$ cat src/rtl/kalman_state_engine.sv
// Fixed-point Kalman state engine: prediction x_pred = A*x_upd + B*U and
// update innov = Y - C*x_pred, x_upd = x_pred + K*innov on one shared MAC.
module kalman_state_engine #(
  parameter int WIDTH = 16,
  parameter int FRAC  = 8,
  parameter int NOS   = 4,
  parameter int NOO   = 2,
  parameter int NOI   = 2
) (
  input  logic                                 clk,
  input  logic                                 reset,
  input  logic                                 clk_en,
  input  logic                                 start_pred,
  input  logic                                 start_upd,
  input  logic                                 chain,
  input  logic                                 load_x0,
  input  logic [NOS-1:0][WIDTH-1:0]            x0,
  input  logic [NOS-1:0][NOS-1:0][WIDTH-1:0]   a,
  input  logic [NOS-1:0][NOI-1:0][WIDTH-1:0]   b,
  input  logic [NOO-1:0][NOS-1:0][WIDTH-1:0]   c,
  input  logic [NOS-1:0][NOO-1:0][WIDTH-1:0]   k,
  input  logic [NOI-1:0][WIDTH-1:0]            u,
  input  logic [NOO-1:0][WIDTH-1:0]            y,
  output logic                                 busy,
  output logic                                 done_pred,
  output logic                                 done_upd,
  output logic [NOS-1:0][WIDTH-1:0]            x_pred,
  output logic [NOS-1:0][WIDTH-1:0]            x_upd,
  output logic [NOO-1:0][WIDTH-1:0]            innov,
  output logic                                 sat_flag
);

  localparam int AW   = 2 * WIDTH + 4;
  localparam int MAXC = (NOS + NOI > NOO) ? NOS + NOI : NOO;
  localparam int MAXR = (NOS > NOO) ? NOS : NOO;
  localparam int CW   = $clog2(MAXC + 1);
  localparam int RW   = $clog2(MAXR + 1);

  localparam logic [2:0] IDLE      = 3'd0;
  localparam logic [2:0] PRED_MAC  = 3'd1;
  localparam logic [2:0] PRED_WB   = 3'd2;
  localparam logic [2:0] INNOV_MAC = 3'd3;
  localparam logic [2:0] INNOV_WB  = 3'd4;
  localparam logic [2:0] UPD_MAC   = 3'd5;
  localparam logic [2:0] UPD_WB    = 3'd6;

  localparam logic signed [AW-1:0] MAXV = {{(AW-WIDTH+1){1'b0}}, {(WIDTH-1){1'b1}}};
  localparam logic signed [AW-1:0] MINV = {{(AW-WIDTH+1){1'b1}}, {(WIDTH-1){1'b0}}};

  logic [2:0]                  state;
  logic [RW-1:0]               row;
  logic [CW-1:0]               col;
  logic signed [AW-1:0]        acc;
  logic                        chain_r;
  logic [NOS-1:0][WIDTH-1:0]   xp_w;
  logic [NOS-1:0][WIDTH-1:0]   xu_w;
  logic [NOO-1:0][WIDTH-1:0]   in_w;

  logic signed [WIDTH-1:0]     op_a;
  logic signed [WIDTH-1:0]     op_b;
  logic signed [2*WIDTH-1:0]   prod;
  logic signed [AW-1:0]        prod_ext;
  logic signed [AW-1:0]        preload;
  logic signed [AW-1:0]        base;
  logic signed [AW-1:0]        acc_next;
  logic signed [AW-1:0]        shifted;
  logic                        sub;
  logic                        last_col;
  logic                        last_row;
  logic [WIDTH-1:0]            wb_val;
  logic                        clip;
  logic [NOS-1:0][WIDTH-1:0]   xp_commit;
  logic [NOS-1:0][WIDTH-1:0]   xu_commit;
  logic [NOO-1:0][WIDTH-1:0]   in_commit;

  assign busy = (state != IDLE);

  // Operand selection: row/col are decoded by loops so that every index is a constant.
  always_comb begin
    op_a     = '0;
    op_b     = '0;
    sub      = 1'b0;
    preload  = '0;
    last_col = 1'b0;
    last_row = 1'b0;
    case (state)
      PRED_MAC: begin
        last_col = (col == CW'(NOS + NOI - 1));
        for (int unsigned i = 0; i < NOS; i++) begin
          if (row == RW'(i)) begin
            for (int unsigned j = 0; j < NOS; j++) begin
              if (col == CW'(j)) begin
                op_a = a[i][j];
                op_b = x_upd[j];
              end
            end
            for (int unsigned j = 0; j < NOI; j++) begin
              if (col == CW'(NOS + j)) begin
                op_a = b[i][j];
                op_b = u[j];
              end
            end
          end
        end
      end
      INNOV_MAC: begin
        sub      = 1'b1;
        last_col = (col == CW'(NOS - 1));
        for (int unsigned j = 0; j < NOO; j++) begin
          if (row == RW'(j)) begin
            preload = {{(AW-WIDTH){y[j][WIDTH-1]}}, y[j]} <<< FRAC;
            for (int unsigned i = 0; i < NOS; i++) begin
              if (col == CW'(i)) begin
                op_a = c[j][i];
                op_b = xp_w[i];
              end
            end
          end
        end
      end
      UPD_MAC: begin
        last_col = (col == CW'(NOO - 1));
        for (int unsigned i = 0; i < NOS; i++) begin
          if (row == RW'(i)) begin
            preload = {{(AW-WIDTH){xp_w[i][WIDTH-1]}}, xp_w[i]} <<< FRAC;
            for (int unsigned j = 0; j < NOO; j++) begin
              if (col == CW'(j)) begin
                op_a = k[i][j];
                op_b = in_w[j];
              end
            end
          end
        end
      end
      PRED_WB:  last_row = (row == RW'(NOS - 1));
      INNOV_WB: last_row = (row == RW'(NOO - 1));
      UPD_WB:   last_row = (row == RW'(NOS - 1));
      default: ;
    endcase
  end

  // First MAC of a row starts from the additive preload instead of the old accumulator.
  always_comb begin
    prod     = op_a * op_b;
    prod_ext = {{(AW-2*WIDTH){prod[2*WIDTH-1]}}, prod};
    base     = (col == '0) ? preload : acc;
    acc_next = sub ? (base - prod_ext) : (base + prod_ext);
    shifted  = acc >>> FRAC;
    clip     = 1'b0;
    if (shifted > MAXV) begin
      wb_val = MAXV[WIDTH-1:0];
      clip   = 1'b1;
    end else if (shifted < MINV) begin
      wb_val = MINV[WIDTH-1:0];
      clip   = 1'b1;
    end else begin
      wb_val = shifted[WIDTH-1:0];
    end
  end

  // Working vectors with the row being written back merged in, for same-edge commit.
  always_comb begin
    xp_commit = xp_w;
    xu_commit = xu_w;
    in_commit = in_w;
    for (int unsigned i = 0; i < NOS; i++) begin
      if (row == RW'(i)) begin
        if (state == PRED_WB) xp_commit[i] = wb_val;
        if (state == UPD_WB)  xu_commit[i] = wb_val;
      end
    end
    for (int unsigned j = 0; j < NOO; j++) begin
      if (row == RW'(j) && state == INNOV_WB) in_commit[j] = wb_val;
    end
  end

  always_ff @(posedge clk) begin
    if (reset) begin
      state     <= IDLE;
      row       <= '0;
      col       <= '0;
      acc       <= '0;
      chain_r   <= 1'b0;
      xp_w      <= '0;
      xu_w      <= '0;
      in_w      <= '0;
      x_pred    <= '0;
      x_upd     <= '0;
      innov     <= '0;
      sat_flag  <= 1'b0;
      done_pred <= 1'b0;
      done_upd  <= 1'b0;
    end else if (clk_en) begin
      done_pred <= 1'b0;
      done_upd  <= 1'b0;
      case (state)
        IDLE: begin
          row <= '0;
          col <= '0;
          if (start_pred) begin
            state   <= PRED_MAC;
            chain_r <= chain;
          end else if (start_upd) begin
            state   <= INNOV_MAC;
            chain_r <= 1'b0;
          end else if (load_x0) begin
            x_pred   <= x0;
            x_upd    <= x0;
            xp_w     <= x0;
            xu_w     <= x0;
            sat_flag <= 1'b0;
          end
        end
        PRED_MAC, INNOV_MAC, UPD_MAC: begin
          acc <= acc_next;
          if (last_col) begin
            col <= '0;
            case (state)
              PRED_MAC:  state <= PRED_WB;
              INNOV_MAC: state <= INNOV_WB;
              default:   state <= UPD_WB;
            endcase
          end else begin
            col <= col + CW'(1);
          end
        end
        PRED_WB: begin
          xp_w     <= xp_commit;
          sat_flag <= sat_flag | clip;
          if (last_row) begin
            row       <= '0;
            x_pred    <= xp_commit;
            done_pred <= 1'b1;
            state     <= chain_r ? INNOV_MAC : IDLE;
          end else begin
            row   <= row + RW'(1);
            state <= PRED_MAC;
          end
        end
        INNOV_WB: begin
          in_w     <= in_commit;
          sat_flag <= sat_flag | clip;
          if (last_row) begin
            row   <= '0;
            state <= UPD_MAC;
          end else begin
            row   <= row + RW'(1);
            state <= INNOV_MAC;
          end
        end
        UPD_WB: begin
          xu_w     <= xu_commit;
          sat_flag <= sat_flag | clip;
          if (last_row) begin
            row      <= '0;
            x_upd    <= xu_commit;
            innov    <= in_w;
            done_upd <= 1'b1;
            chain_r  <= 1'b0;
            state    <= IDLE;
          end else begin
            row   <= row + RW'(1);
            state <= UPD_MAC;
          end
        end
        default: state <= IDLE;
      endcase
    end
  end

endmodule
$ cat config.mk
export PLATFORM = sky130hd
export DESIGN_NAME = kalman_state_engine
export DESIGN_NICKNAME = d
export VERILOG_FILES = /design/src/rtl/kalman_state_engine.sv
export SDC_FILE = /design/constraint.sdc
export NUM_CORES = 2
export LEC_CHECK = 0
export CORE_AREA = 3 3 368 370
export DETAILED_ROUTE_END_ITERATION = 8
export DIE_AREA = 0 0 371 373
export PLACE_DENSITY = 0.61
export RECOVER_POWER = 50
export SLEW_MARGIN = 20
export SYNTH_ARGS = -nofsm -noshare
export SYNTH_HDL_FRONTEND = slang
export SYNTH_SLANG_ARGS = --single-unit
$ cat constraint.sdc
create_clock -name clk -period 27.8 [get_ports clk]
set_input_delay 5.56 -clock clk [delete_from_list [all_inputs] [get_ports clk]]
set_output_delay 5.56 -clock clk [all_outputs]
set_load 0.005 [all_outputs]
==> metrics <==
status=finished, violations left; failing checks=max-capacitance violations, max-slew violations; slowest CP cell=nor4_1; row count=roughly 130; Synth Area in Simple Gates=0.237; CP dominant cell by count=inv_1; reg2reg start=col[0]; share of cells above drive strength 1=0.0471; postcts setup bufs=0; multiplexer share of the synthesized area=0.0112; CP endpoint kind=flip-flop; Worst Skew=roughly 0.035 ns; worst-path fanout max=16; drc violations=0; Core ar.=0.133 mm²; worst slew pin tran=roughly 5.4 ns; Multi-input gate area=about 0.028 mm²; Syn Inst Count=~5,500; total congestion overflow=0; WL final=roughly 210 mm; max-slew violation count=374; First-pass DRT Iterations=8; Yosys warnings=0; crit path DAT=17.99 ns; Final Core Density=0.380; XOR/XNOR share of the synthesized area=0.0178; fin worst setup slack=approximately 10 ns; clk sinks=about 370; Die W=approximately 370 µm; DIE AREA=between 0.1 and 0.15 mm²; CTS tree=built; synth top area cells=dfxtp_1, fa_1, a21oi_1, nand2_1, nor2_1; endpoints failing hold=0; Mapped Nets=around 6,700; #FFs+latches synth=about 370; synth unique cells=85; VDD IR-drop max=about 0.046 mV; Worst slew margin=-2.58; htree depth=2; Mapped Area=0.0379 mm²; crit path launch type=input pin; largest net degree at the start of global routing=104; FMAX=57.1 MHz; sequential share of the synthesized area=0.195; mean area per synthesized cell=6.89 µm²; vias in the first global route=roughly 43,000; Placed Cells=between 7,000 and 8,000; Root Driver=clkbuf_16; gr usage total=0.297; first-pass GRT wire length=~310 mm; Area Overhead vs Synth=33.2%; clk buf depth=3; clk slew on worst S/H paths=~0.060 ns; fin nets=roughly 7,300; post-cts sizing count=0; Inserted Clock Buffers=38; antenna violations before repair=35; crit path time final=approximately 17 ns; Finished Layout Cells=around 8,000; main combinational cell family by area after synthesis=compound AO/OA/AOI/OAI gates; most common cell after layout, fill and taps aside=nand2_1; Initial Util=0.285; Maximum Capacitance Violations=4; Post-CTS Hold Buffers=0; PD cells=roughly 43 mW/mm²; biggest cell delay along the critical path=0.87 ns; asr flop ratio synth=0; Pleak=around 20 nW; RSZ-0062 raised after global routing=no; most frequent cells in the layout=nand2_1, a21oi_1, clkdlybuf4s50_1; DR iter-0 viols=approximately 5,300; post-synth top area share=0.195; Setup WS pre-CTS=9.87 ns; Synth area leader=dfxtp_1; total power=2.15 mW; number of fill cells in the layout=13,999; Vert. Die Dim=373 µm; Setup crit start=a[85]; Worst Path Required=approximately 28 ns; IO buf count=938; FF+latch area=0.00739 mm²; routed len/inst=approximately 27 µm; number of synthesized flops with an enable pin=0; clock latency on the worst-skew pair=approximately 0.57 ns; routed vias/inst=roughly 5.6; period utilization=0.629; I/O Pins=around 940; adder-cell share of the synthesized area=0.181; ys flop type=dfxtp_1; detailed-route via count=~44,000; Synth Area in Compound Gates=0.278; HP Start=acc[6]; DP HPWL=around 170 mm; Hold Path Class=flip-flop to flip-flop; setup tns final=0 ns; kind of critical path=input pin to flip-flop; final setup fails=0; RD Place Congestion=just under 1; Antenna Nets Post-Route=0
==> cell families after synthesis <==
group,count (synthesis)
buffers and inverters,797
AND/OR/NAND/NOR,2108
XOR/XNOR,77
adder cells (fa/ha/maj),391
AO/OA/AOI/OAI,1718
multiplexers,42
flip-flops,369
==> routing by layer <==
layer	vias to the layer above	GRT usage	routed length (µm)
met2	2444	0.478	98200
met3	440	0.0535	18900
li1	20170	-	-
met4	8	0.155	12800
met5	-	0	52
met1	21409	0.376	85000
==> where the power goes <==
part	switching, mW	internal [mW]
combinational	0.604	0.389
clock	0.239	0.321
sequential	0.0373	0.563
total	0.881	1.27
==> state kept, by name, indices dropped and copies added (netlist names), 3 cells and up <==
register	cells
row	3
in_w	32
x_upd	64
xp_w	64
innov	32
xu_w	64
acc	36
state	3
col	3
x_pred	64
==> worst max-delay path: cells and delay by family <==
kind	cells	cell delay, ns
buffers and inverters	9	1.14
AO/OA/AOI/OAI	15	3.83
XOR/XNOR	2	0.40
AND/OR/NAND/NOR	11	2.88
adder cells (fa/ha/maj)	8	3.74
multiplexers	2	0.45
==> metrics by stage <==
| step | hold WS (ns) | instance area (µm²) |
|---|---|---|
| floorplan | 0.427 | 37900 |
| global placement | 0.433 | 49100 |
| detailed placement | 0.443 | 49200 |
| CTS | 0.453 | 50500 |
| global route | 0.473 | 50500 |
| finish | 0.448 | 50500 |
==> path summary, 6_finish.rpt <==
check,end,slack (ns),cells past startpoint
worst max register to register,acc[35],13.04,50
worst min-delay path,acc[6],0.45,2
worst max-delay path,acc[35],10.30,47
worst min register to register,acc[6],0.45,2
==> area by class of cell <==
class	count	share of cell area
Antenna cell	29	0.00144
Clock buffer	48	0.0212
Clock inverter	19	0.00493
Inverter	354	0.0263
Multi-Input combinational cell	4336	0.553
Sequential cell	369	0.146
Tap cell	1768	0.0438
Timing Repair Buffer	1054	0.203
==> cell usage after synthesis, types with 13 or more instances <==
cell type     n
a221oi_1     73
o221ai_1     25
inv_1       353
a311oi_1     16
a21o_1       26
fa_1        264
nor2b_1      18
a21oi_1     807
nor2_1      579
o32ai_1      14
and2_1       60
a211oi_1     43
ha_1        127
o31ai_1      16
a222oi_1     16
o311a_1      14
a22oi_1      35
and3_1       15
a22o_1       15
nand3b_1     13
xnor2_1      43
clkbuf_1    336
buf_2        45
nand2_1    1065
nand3_1      67
o211ai_1     47
o21a_1       69
nand4_1      13
nor3b_1      19
o22ai_1      38
mux2i_1      40
xor2_1       34
nand2b_1     61
or3_1        35
buf_1        62
nor3_1       90
or2_2        26
nor4_1       24
a31oi_1      48
o21ai_0     294
dfxtp_1     369
o32a_1       14
(Power assumes the default switching activity.)
